### config.mk
export PLATFORM = sky130hd
export DESIGN_NAME = mem_access
export DESIGN_NICKNAME = d
export VERILOG_FILES = /design/src/rtl/cpu_pkg.sv /design/src/rtl/mem_lane_align.sv /design/src/rtl/mem_access.sv
export SDC_FILE = /design/constraint.sdc
export NUM_CORES = 1
export LEC_CHECK = 0
export ABC_AREA = 1
export BUFFER_PORTS_ARGS = -buffer_cell sky130_fd_sc_hd__buf_2
export CELL_PAD_IN_SITES_DETAIL_PLACEMENT = 2
export CELL_PAD_IN_SITES_GLOBAL_PLACEMENT = 2
export CORE_UTILIZATION = 29
export CTS_BUF_LIST = sky130_fd_sc_hd__clkbuf_8
export DETAILED_ROUTE_END_ITERATION = 10
export PLACE_DENSITY_LB_ADDON = 0.1
export SETUP_SLACK_MARGIN = 0.02
export SYNTH_ARGS = -nofsm -noshare
export SYNTH_HDL_FRONTEND = slang
export SYNTH_SLANG_ARGS = --single-unit
### constraint.sdc
create_clock -name clk -period 3.4 [get_ports clk]
set_input_delay 0.68 -clock clk [delete_from_list [all_inputs] [get_ports clk]]
set_output_delay 0.68 -clock clk [all_outputs]
set_load 0.01 [all_outputs]
### src/rtl/cpu_pkg.sv
// Shared CPU definitions: access widths, load/store FSM states and memory opcodes.
// Also holds the alignment-fault rule used by the load/store stage.
package cpu_pkg;

   typedef enum logic [1:0] {
      WIDTH_BYTE = 2'b00,
      WIDTH_HALF = 2'b01,
      WIDTH_WORD = 2'b10,
      WIDTH_RSVD = 2'b11
   } width_t;

   typedef enum logic [1:0] {
      IDLE = 2'b00,
      REQ  = 2'b01,
      WAIT = 2'b10,
      DONE = 2'b11
   } mem_state_t;

   typedef enum logic [1:0] {
      LOAD = 2'b00,
      STR  = 2'b01,
      PUSH = 2'b10,
      POP  = 2'b11
   } mem_op_t;

   // A request faults before reaching the bus if misaligned or of reserved width.
   function automatic logic access_faults(input logic [1:0] width, input logic [1:0] addr_lo);
      case (width)
         WIDTH_BYTE: return 1'b0;
         WIDTH_HALF: return addr_lo[0];
         WIDTH_WORD: return (addr_lo != 2'b00);
         default:    return 1'b1;
      endcase
   endfunction

endpackage

### src/rtl/mem_lane_align.sv
// Little-endian byte-lane steering for stores and lane extraction/extension for loads.
// Purely combinational.
module mem_lane_align
   import cpu_pkg::*;
(
   input  logic [1:0]  i_width,
   input  logic [1:0]  i_addr_lo,
   input  logic        i_signed,
   input  logic [31:0] i_store_data,
   input  logic [31:0] i_rd_data,
   output logic [3:0]  o_sel,
   output logic [31:0] o_wr_data,
   output logic [31:0] o_load_data
);

   logic [7:0]  w_byte;
   logic [15:0] w_half;

   always_comb begin
      w_byte      = i_rd_data[7:0];
      w_half      = i_addr_lo[1] ? i_rd_data[31:16] : i_rd_data[15:0];
      o_sel       = 4'b0000;
      o_wr_data   = i_store_data;
      o_load_data = i_rd_data;
      case (i_addr_lo)
         2'b01:   w_byte = i_rd_data[15:8];
         2'b10:   w_byte = i_rd_data[23:16];
         2'b11:   w_byte = i_rd_data[31:24];
         default: w_byte = i_rd_data[7:0];
      endcase
      case (i_width)
         WIDTH_BYTE: begin
            o_sel       = 4'b0001 << i_addr_lo;
            o_wr_data   = {4{i_store_data[7:0]}};
            o_load_data = {{24{i_signed & w_byte[7]}}, w_byte};
         end
         WIDTH_HALF: begin
            o_sel       = i_addr_lo[1] ? 4'b1100 : 4'b0011;
            o_wr_data   = {2{i_store_data[15:0]}};
            o_load_data = {{16{i_signed & w_half[15]}}, w_half};
         end
         WIDTH_WORD: o_sel = 4'b1111;
         default:    o_sel = 4'b0000;
      endcase
   end

endmodule

### src/rtl/mem_access.sv
// Load/store stage: one Wishbone pipelined transaction per request, with load write-back.
// Define MEM_TIMEOUT_EN to bound the wait for ack to TIMEOUT_CYCLES cycles.
module mem_access
   import cpu_pkg::*;
#(
   parameter int unsigned ADDR_W         = 32,
   parameter int unsigned DATA_W         = 32,
   parameter int unsigned TIMEOUT_CYCLES = 255
)(
   input  logic              clk,
   input  logic              reset,
   input  logic              i_enable,
   input  logic              i_is_store,
   input  logic [1:0]        i_width,
   input  logic              i_signed,
   input  logic [ADDR_W-1:0] i_addr,
   input  logic [DATA_W-1:0] i_store_data,
   input  logic [3:0]        i_dest_reg,
   output logic              o_busy,
   output logic              o_completed,
   output logic              o_fault,
   output logic              o_load_we,
   output logic [3:0]        o_load_reg,
   output logic [DATA_W-1:0] o_load_data,
   output logic              o_wb_cyc,
   output logic              o_wb_stb,
   output logic              o_wb_we,
   output logic [ADDR_W-1:0] o_wb_addr,
   output logic [DATA_W-1:0] o_wb_data,
   output logic [3:0]        o_wb_sel,
   input  logic [DATA_W-1:0] i_wb_data,
   input  logic              i_wb_ack,
   input  logic              i_wb_stall,
   input  logic              i_wb_err
);

   mem_state_t        r_state, w_next;
   logic              r_is_store, r_signed, r_fault;
   logic [1:0]        r_width;
   logic [ADDR_W-1:0] r_addr;
   logic [DATA_W-1:0] r_store_data, r_load_data;
   logic [3:0]        r_dest;
   logic              w_req_fault, w_bus_done, w_bus_fault, w_timeout;
   logic [3:0]        w_sel;
   logic [31:0]       w_wr_data, w_load_ext;

   mem_lane_align u_align (
      .i_width      (r_width),
      .i_addr_lo    (r_addr[1:0]),
      .i_signed     (r_signed),
      .i_store_data (r_store_data),
      .i_rd_data    (i_wb_data),
      .o_sel        (w_sel),
      .o_wr_data    (w_wr_data),
      .o_load_data  (w_load_ext)
   );

`ifdef MEM_TIMEOUT_EN
   logic [31:0] r_wait_cnt;

   always_ff @(posedge clk or negedge reset) begin
      if (!reset)                r_wait_cnt <= '0;
      else if (r_state == REQ)   r_wait_cnt <= '0;
      else if (r_state == WAIT)  r_wait_cnt <= r_wait_cnt + 32'd1;
   end

   assign w_timeout = (r_state == WAIT) && (r_wait_cnt == TIMEOUT_CYCLES - 32'd1);
`else
   assign w_timeout = 1'b0;
`endif

   always_ff @(posedge clk or negedge reset) begin
      if (!reset) r_state <= IDLE;
      else        r_state <= w_next;
   end

   // Err takes priority over ack; a response in the acceptance cycle ends the transfer.
   always_comb begin
      w_next      = r_state;
      w_bus_done  = 1'b0;
      w_bus_fault = 1'b0;
      w_req_fault = access_faults(i_width, i_addr[1:0]);
      case (r_state)
         IDLE: if (i_enable) w_next = w_req_fault ? DONE : REQ;
         REQ: begin
            if (!i_wb_stall) begin
               if (i_wb_ack || i_wb_err) begin
                  w_next      = DONE;
                  w_bus_done  = 1'b1;
                  w_bus_fault = i_wb_err;
               end else begin
                  w_next = WAIT;
               end
            end
         end
         WAIT: begin
            if (i_wb_ack || i_wb_err) begin
               w_next      = DONE;
               w_bus_done  = 1'b1;
               w_bus_fault = i_wb_err;
            end else if (w_timeout) begin
               w_next      = DONE;
               w_bus_fault = 1'b1;
            end
         end
         default: w_next = IDLE;
      endcase
   end

   always_ff @(posedge clk or negedge reset) begin
      if (!reset) begin
         r_is_store   <= 1'b0;
         r_signed     <= 1'b0;
         r_fault      <= 1'b0;
         r_width      <= 2'b00;
         r_addr       <= '0;
         r_store_data <= '0;
         r_dest       <= 4'd0;
         r_load_data  <= '0;
      end else begin
         if (r_state == IDLE && i_enable) begin
            r_is_store   <= i_is_store;
            r_signed     <= i_signed;
            r_width      <= i_width;
            r_addr       <= i_addr;
            r_store_data <= i_store_data;
            r_dest       <= i_dest_reg;
            r_fault      <= w_req_fault;
         end else if ((r_state == REQ || r_state == WAIT) && w_next == DONE) begin
            r_fault <= w_bus_fault;
         end
         if (w_bus_done && !w_bus_fault && !r_is_store) r_load_data <= w_load_ext;
      end
   end

   assign o_busy      = (r_state != IDLE);
   assign o_completed = (r_state == DONE);
   assign o_fault     = (r_state == DONE) && r_fault;
   assign o_load_we   = (r_state == DONE) && !r_fault && !r_is_store;
   assign o_load_reg  = r_dest;
   assign o_load_data = r_load_data;
   assign o_wb_cyc    = (r_state == REQ) || (r_state == WAIT);
   assign o_wb_stb    = (r_state == REQ);
   assign o_wb_we     = o_wb_cyc && r_is_store;
   assign o_wb_addr   = o_wb_cyc ? {r_addr[ADDR_W-1:2], 2'b00} : '0;
   assign o_wb_data   = o_wb_cyc ? w_wr_data : '0;
   assign o_wb_sel    = o_wb_cyc ? w_sel : 4'b0000;

endmodule

# Yosys cells after proc, flatten, opt, wreduce, memory -nomap -nowiden
# Cells that the tools add are included.
[op_classes]
add_sub_neg = 0
mul = 0
n_div = 0
n_lt_le_gt_ge = 0
n_eq_ne = 11
shift = 1
n_mux = 24
bitwise = 2
n_reduce_logical = 19
[ops]
columns = ["cell", "n"]
rows = [
  ["$pmux W32 S2", 2],
  ["$mux W32", 2],
  ["$pmux W8 S3", 1],
  ["$mux W16", 1],
  ["$eq A2 B2 Y1 const B", 7],
  ["$pmux W4 S3", 1],
  ["$eq A2 B1 Y1 const B", 4],
  ["$logic_and A1 B1 Y1", 8],
  ["$mux W2", 4],
  ["$mux W4", 2],
  ["$mux W1", 7],
  ["$logic_not A2 Y1", 3],
  ["$pmux W2 S3", 1],
  ["$reduce_bool A2 Y1", 3],
  ["$pmux W1 S2", 2],
  ["$shl A1 B2 Y4 const A", 1],
  ["$logic_not A1 Y1", 3],
  ["$pmux W1 S3", 1],
  ["$and A1 B1 Y1", 2],
  ["$logic_or A1 B1 Y1", 2],
]
[word_totals]
ff_bits = 107
latchBits = 0
mem_bits_rw = 0
romBits = 0
input_bits = 110
output_inout_bits = 111
elab_cells = 66
n_memories = 0

# Longest topological paths before layout
[depth]
depth_word = 9
ltp_mapped = 10
ltp_nobuf = 10

# Modules after synthesis
# A second synthesis with hierarchy kept.
[hier_totals]
cells_unflattened = 867
area_unflattened_um2 = 6169.7
[by_module_without_submodules]
columns = ["module", "instances", "cells_each", "area_per_inst_um2", "seq_area_each_um2"]
rows = [
  ["mem_access", 1, 637, 5032.3, 2677.6],
  ["mem_lane_align", 1, 230, 1137.3, 0.0],
]

# Least setup slack after synthesis
# Ideal clock, no wire load.
[synth_timing]
path_kind = "reg-to-output"
startpoint = "register r_state[0]"
endpoint = "output port o_wb_sel[3]"
t_arrival_ns = 1.539
required_ns = 2.720
setup_slack_ns = 1.181
stages_incl_launch_ff = 6
path_buffers = 1
cell_sequence = "dfrtp_1 > inv_1 > ha_1 > clkbuf_1 > o21ai_0 > a211oi_1"
[synth_via]
elab_chain_cells = 3
word_cells_on_any_way = 4
cone_classes = "eq/ne: 2; mux: 1; reduce/logical: 1"
[synth_lines]
columns = ["element", "line_no", "rtl"]
rows = [
  ["from (decl)", "mem_access.sv:37", "mem_state_t r_state, w_next;"],
  ["from (signal assigned)", "mem_access.sv:74", "else r_state <= w_next;"],
  ["$eq A2 B1 Y1 / $eq A2 B2 Y1 (equally long branches)", "mem_access.sv:142", "assign o_wb_cyc = (r_state == REQ) || (r_state == WAIT);"],
  ["$logic_or A1 B1 Y1 *", "mem_access.sv:142", ""],
  ["net o_wb_cyc", "mem_access.sv:25", "output logic o_wb_cyc,"],
  ["$mux W4 *", "mem_access.sv:147", "assign o_wb_sel = o_wb_cyc ? w_sel : 4'b0000;"],
  ["to (decl)", "mem_access.sv:30", "output logic [3:0] o_wb_sel,"],
]
# Mark *: on every way through the listed nets, which the timed path passes. The rest lies on a longest branch.

# Worst setup path after layout
[layout_timing]
startpoint = "register r_state[1]"
endpoint = "output port o_wb_addr[8]"
[layout_via]
elab_chain_cells = 3
word_cells_on_any_way = 4
cone_classes = "eq/ne: 2; mux: 1; reduce/logical: 1"
[layout_lines]
columns = ["element", "line_no", "rtl"]
rows = [
  ["$eq A2 B1 Y1 / $eq A2 B2 Y1 (equally long branches)", "mem_access.sv:142", ""],
  ["$logic_or A1 B1 Y1 *", "mem_access.sv:142", ""],
  ["$mux W32 *", "mem_access.sv:145", "assign o_wb_addr = o_wb_cyc ? {r_addr[ADDR_W-1:2], 2'b00} : '0;"],
  ["to (decl)", "mem_access.sv:28", "output logic [ADDR_W-1:0] o_wb_addr,"],
]
# Every way passes the cells marked *; elsewhere a longest branch is shown, timed or not.

==> key figures <==
Final layout
  – N_diodes: 0
  – Register area: between 0.002 and 0.003 sq mm
  – Fraction of layout cells with a size suffix above 1: between 20% and 30%
  – Nets: around 1100
  – Final core occ: a little under two fifths
  – Synthesis-to-finish area growth: 26.3%
  – Multi-input gate area: between 0.002 and 0.0025 sq mm
  – Filler cells: 2368

Timing
  – WHS: 347 ps
  – Min Tclk post-route: about 2900 ps
  – RSZ-0062 raised after global routing: false
  – Final hold vios: 0
  – Relative slew slack: around 44%
  – Final setup fails: 0
  – Slew Limit Fails: 0
  – Fmax: between 0.3 and 0.4 GHz
  – Worst slew pin tran: 841 ps
  – Clk_skew: ~15 ps
  – Setup TNS: 0 ps
  – Final period utilization: around 86%
  – Final worst slack: 484 ps

Routing
  – Routed Antenna Nets: 0
  – Mean routed wirelength per cell: ~17 um
  – DR pass1 iterations: 4
  – Via count: ~5700
  – DRT iter0 DRCs: ~220
  – Via density: between 4 and 5
  – DRC viols: 0
  – Routed wire length: 20.6 mm

Logic synthesis
  – Synth top area cells: dfrtp_1 (47%), nand2_1 (20%), inv_1 (6.0%)
  – Area fraction of the dominant cell type after synthesis: between 40% and 50%
  – Post-Synth Simple-Gate Area: 31.0%
  – Synth Warn #: 0
  – Post-synthesis sequential area ratio: 47.3%
  – Top FF cell, synth: dfrtp_1
  – Seq cells post-synth: about 110
  – Async set-reset flop share out of synthesis: 100%
  – Proportion of synthesized area in mux cells: 0%
  – Post-Syn Area: ~0.0057 sq mm
  – Avg Inst Size Synth: 7.30 sq um
  – EDFF count, synth: 0
  – Post-synth top area cell: dfrtp_1
  – Adder-cell share of the synthesized area: 0.884%
  – Largest family of logic cells by synthesized area: simple AND/OR/NAND/NOR gates
  – Synth unique cells: 34
  – Post-Synth XOR/XNOR Area: 0%
  – Mapped Cells: 775
  – Post-synthesis compound-gate area fraction: between 10% and 20%

Worst setup path
  – Max stage delay on crit path: about 560 ps
  – Crit path cell chain: inv_1, ha_2, buf_4, nand2_1, inv_1, buf_2
  – Worst R2R Start: r_state[0]
  – Most common cell on crit path: inv_1
  – FF-to-FF End: r_fault
  – Cell family contributing the most delay on the critical path: buffers and inverters
  – R2r setup slk: between 1000 and 1500 ps
  – CP arrival: around 2200 ps
  – Maximum net fanout on the critical path: 38
  – CP Capture Type: primary output
  – Crit path kind: register to primary output
  – CP startpoint kind: register
  – Worst Reg-to-Reg Cells: 10
  – Required time of the critical path: 2720 ps
  – CP max-delay cell: ha_2
  – CP bufs+invs: 4

Global routing
  – Total track usage: 21.3%
  – Largest net degree at the start of global routing: 64
  – Vias in the first global route: approximately 6100
  – Initial antenna violation count: 2
  – GRT overflow: 0
  – First-pass GRT wire length: roughly 33 mm

Pwr
  – Leakage: about 4.3 nW
  – Pwr Density: a little over 1000 mW/mm^2
  – Worst VDD drop: around 0.30 mV
  – Tot Pwr: around 7.3 mW

CTS
  – Clk root buf: clkbuf_8
  – H-tree depth: 3
  – Post-CTS Setup Repair Bufs: 0
  – # hold bufs at CTS: 0
  – Clock Tree Buf Depth: 2
  – TritonCTS Buffers: 9
  – Clk sinks: 107
  – Worst-path clk slew: 110 ps
  – CTS tree: yes
  – Post-CTS Resized: 0
  – Clock Latency Late Sink: between 400 and 500 ps

Job
  – Max Cap Violations: 0

Hold path
  – Hold/Removal Path Class: primary input to async pin

Run status
  – Outcome: finished clean

Placement
  – Count of input and output buffers: roughly 220
  – Pre-CTS WS: 905 ps
  – Dpl hpwl: 15.4 mm
  – GP Congestion: approximately 0.80

Floorplan
  – Ports: between 200 and 250
  – Chip Height: roughly 140 um
  – Initial Utilization: 30.0%
  – Die ar.: around 0.020 sq mm
  – # rows: 50
  – Die width: roughly 140 um
  – Core Area: around 0.019 sq mm
where the power goes:
part	internal (mW)	switching, mW	leakage [nW]
Clock	0.288	0.523	0.0958
Combinational	1.46	2.64	2.86
Sequential	1.88	0.470	1.31
Total	3.63	3.64	4.27
how the worst max path moves through the flow:
stage                    start       endpoint  slack [ps]  cells after the start
floorplan           r_state[0]    o_wb_sel[3]        1180                      5
global placement    r_state[1]  o_wb_addr[10]         910                      6
detailed placement  r_state[0]   o_wb_addr[8]         900                      6
CTS                 r_state[0]   o_wb_addr[8]         430                      6
global route        r_state[0]  o_wb_addr[14]         280                      6
finish              r_state[1]   o_wb_addr[8]         480                      6
layout make-up:
class	count	share of cell area, %
Inverter	94	4.94
Sequential cell	107	37.5
Clock buffer	9	1.73
Multi-Input combinational cell	532	33.8
Timing Repair Buffer	230	16.6
Clock inverter	7	0.945
Tap cell	260	4.55
per-stage QoR:
step	area, sq um	std cells
3_5_place_dp	6960	1223
2_1_floorplan	5660	776
5_1_grt	7150	1239
6_report	7150	1239
3_3_place_gp	6960	1223
4_1_cts	7150	1239
cells in the final DEF (no fill, tap or decap), drive strengths merged:
cell        n
a211oi      1
a21oi      32
a31oi      10
buf       230
clkbuf      9
clkinv      2
clkinvlp    1
conb        2
dfrtp     107
ha          4
inv        98
nand2     304
nand3      32
nand4       1
nor2       70
nor3        4
o211ai      8
o21ai      23
o21bai      1
o22ai      23
or2        17
cell usage after synthesis, types with 8 or more instances:
| cell type | count |
|---|---|
| nand3_1 | 27 |
| dfrtp_1 | 107 |
| nand2_1 | 300 |
| or2_1 | 12 |
| a21oi_1 | 24 |
| nor2_1 | 69 |
| inv_1 | 90 |
| clkbuf_1 | 16 |
| a21oi_2 | 8 |
| o22ai_1 | 23 |
| buf_2 | 15 |
| o21ai_0 | 22 |
| a31oi_1 | 10 |
metal layers:
layer | share of wire [%] | vias to the layer above | track usage (%)
met5 | 0.11 | - | 0
met1 | 47 | 2748 | 28.4
met3 | 5.2 | 16 | 4.89
met2 | 47 | 142 | 35.1
li1 | - | 2780 | -
met4 | 1.1 | 4 | 5.15
worst register-to-register path, stage by stage, from the launching register on:
cell	delay, ps
dfrtp_1	430
inv_1	110
ha_2	220
nand2_2	230
inv_2	540
nand3_1	260
nand3_1	170
nand2_1	70
o21bai_1	140
nand2_1	70
nand2_1	50
cells by family (layout without fill, tap and decap cells):
| family | Yosys count | count (layout) |
|---|---|---|
| AND/OR/NAND/NOR | 428 | 428 |
| flip-flops | 107 | 107 |
| AO/OA/AOI/OAI | 98 | 98 |
| adder cells (fa/ha/maj) | 4 | 4 |
| buffers and inverters | 137 | 340 |
| other | 1 | 2 |
Note: power is estimated with default switching activity, not from simulation.
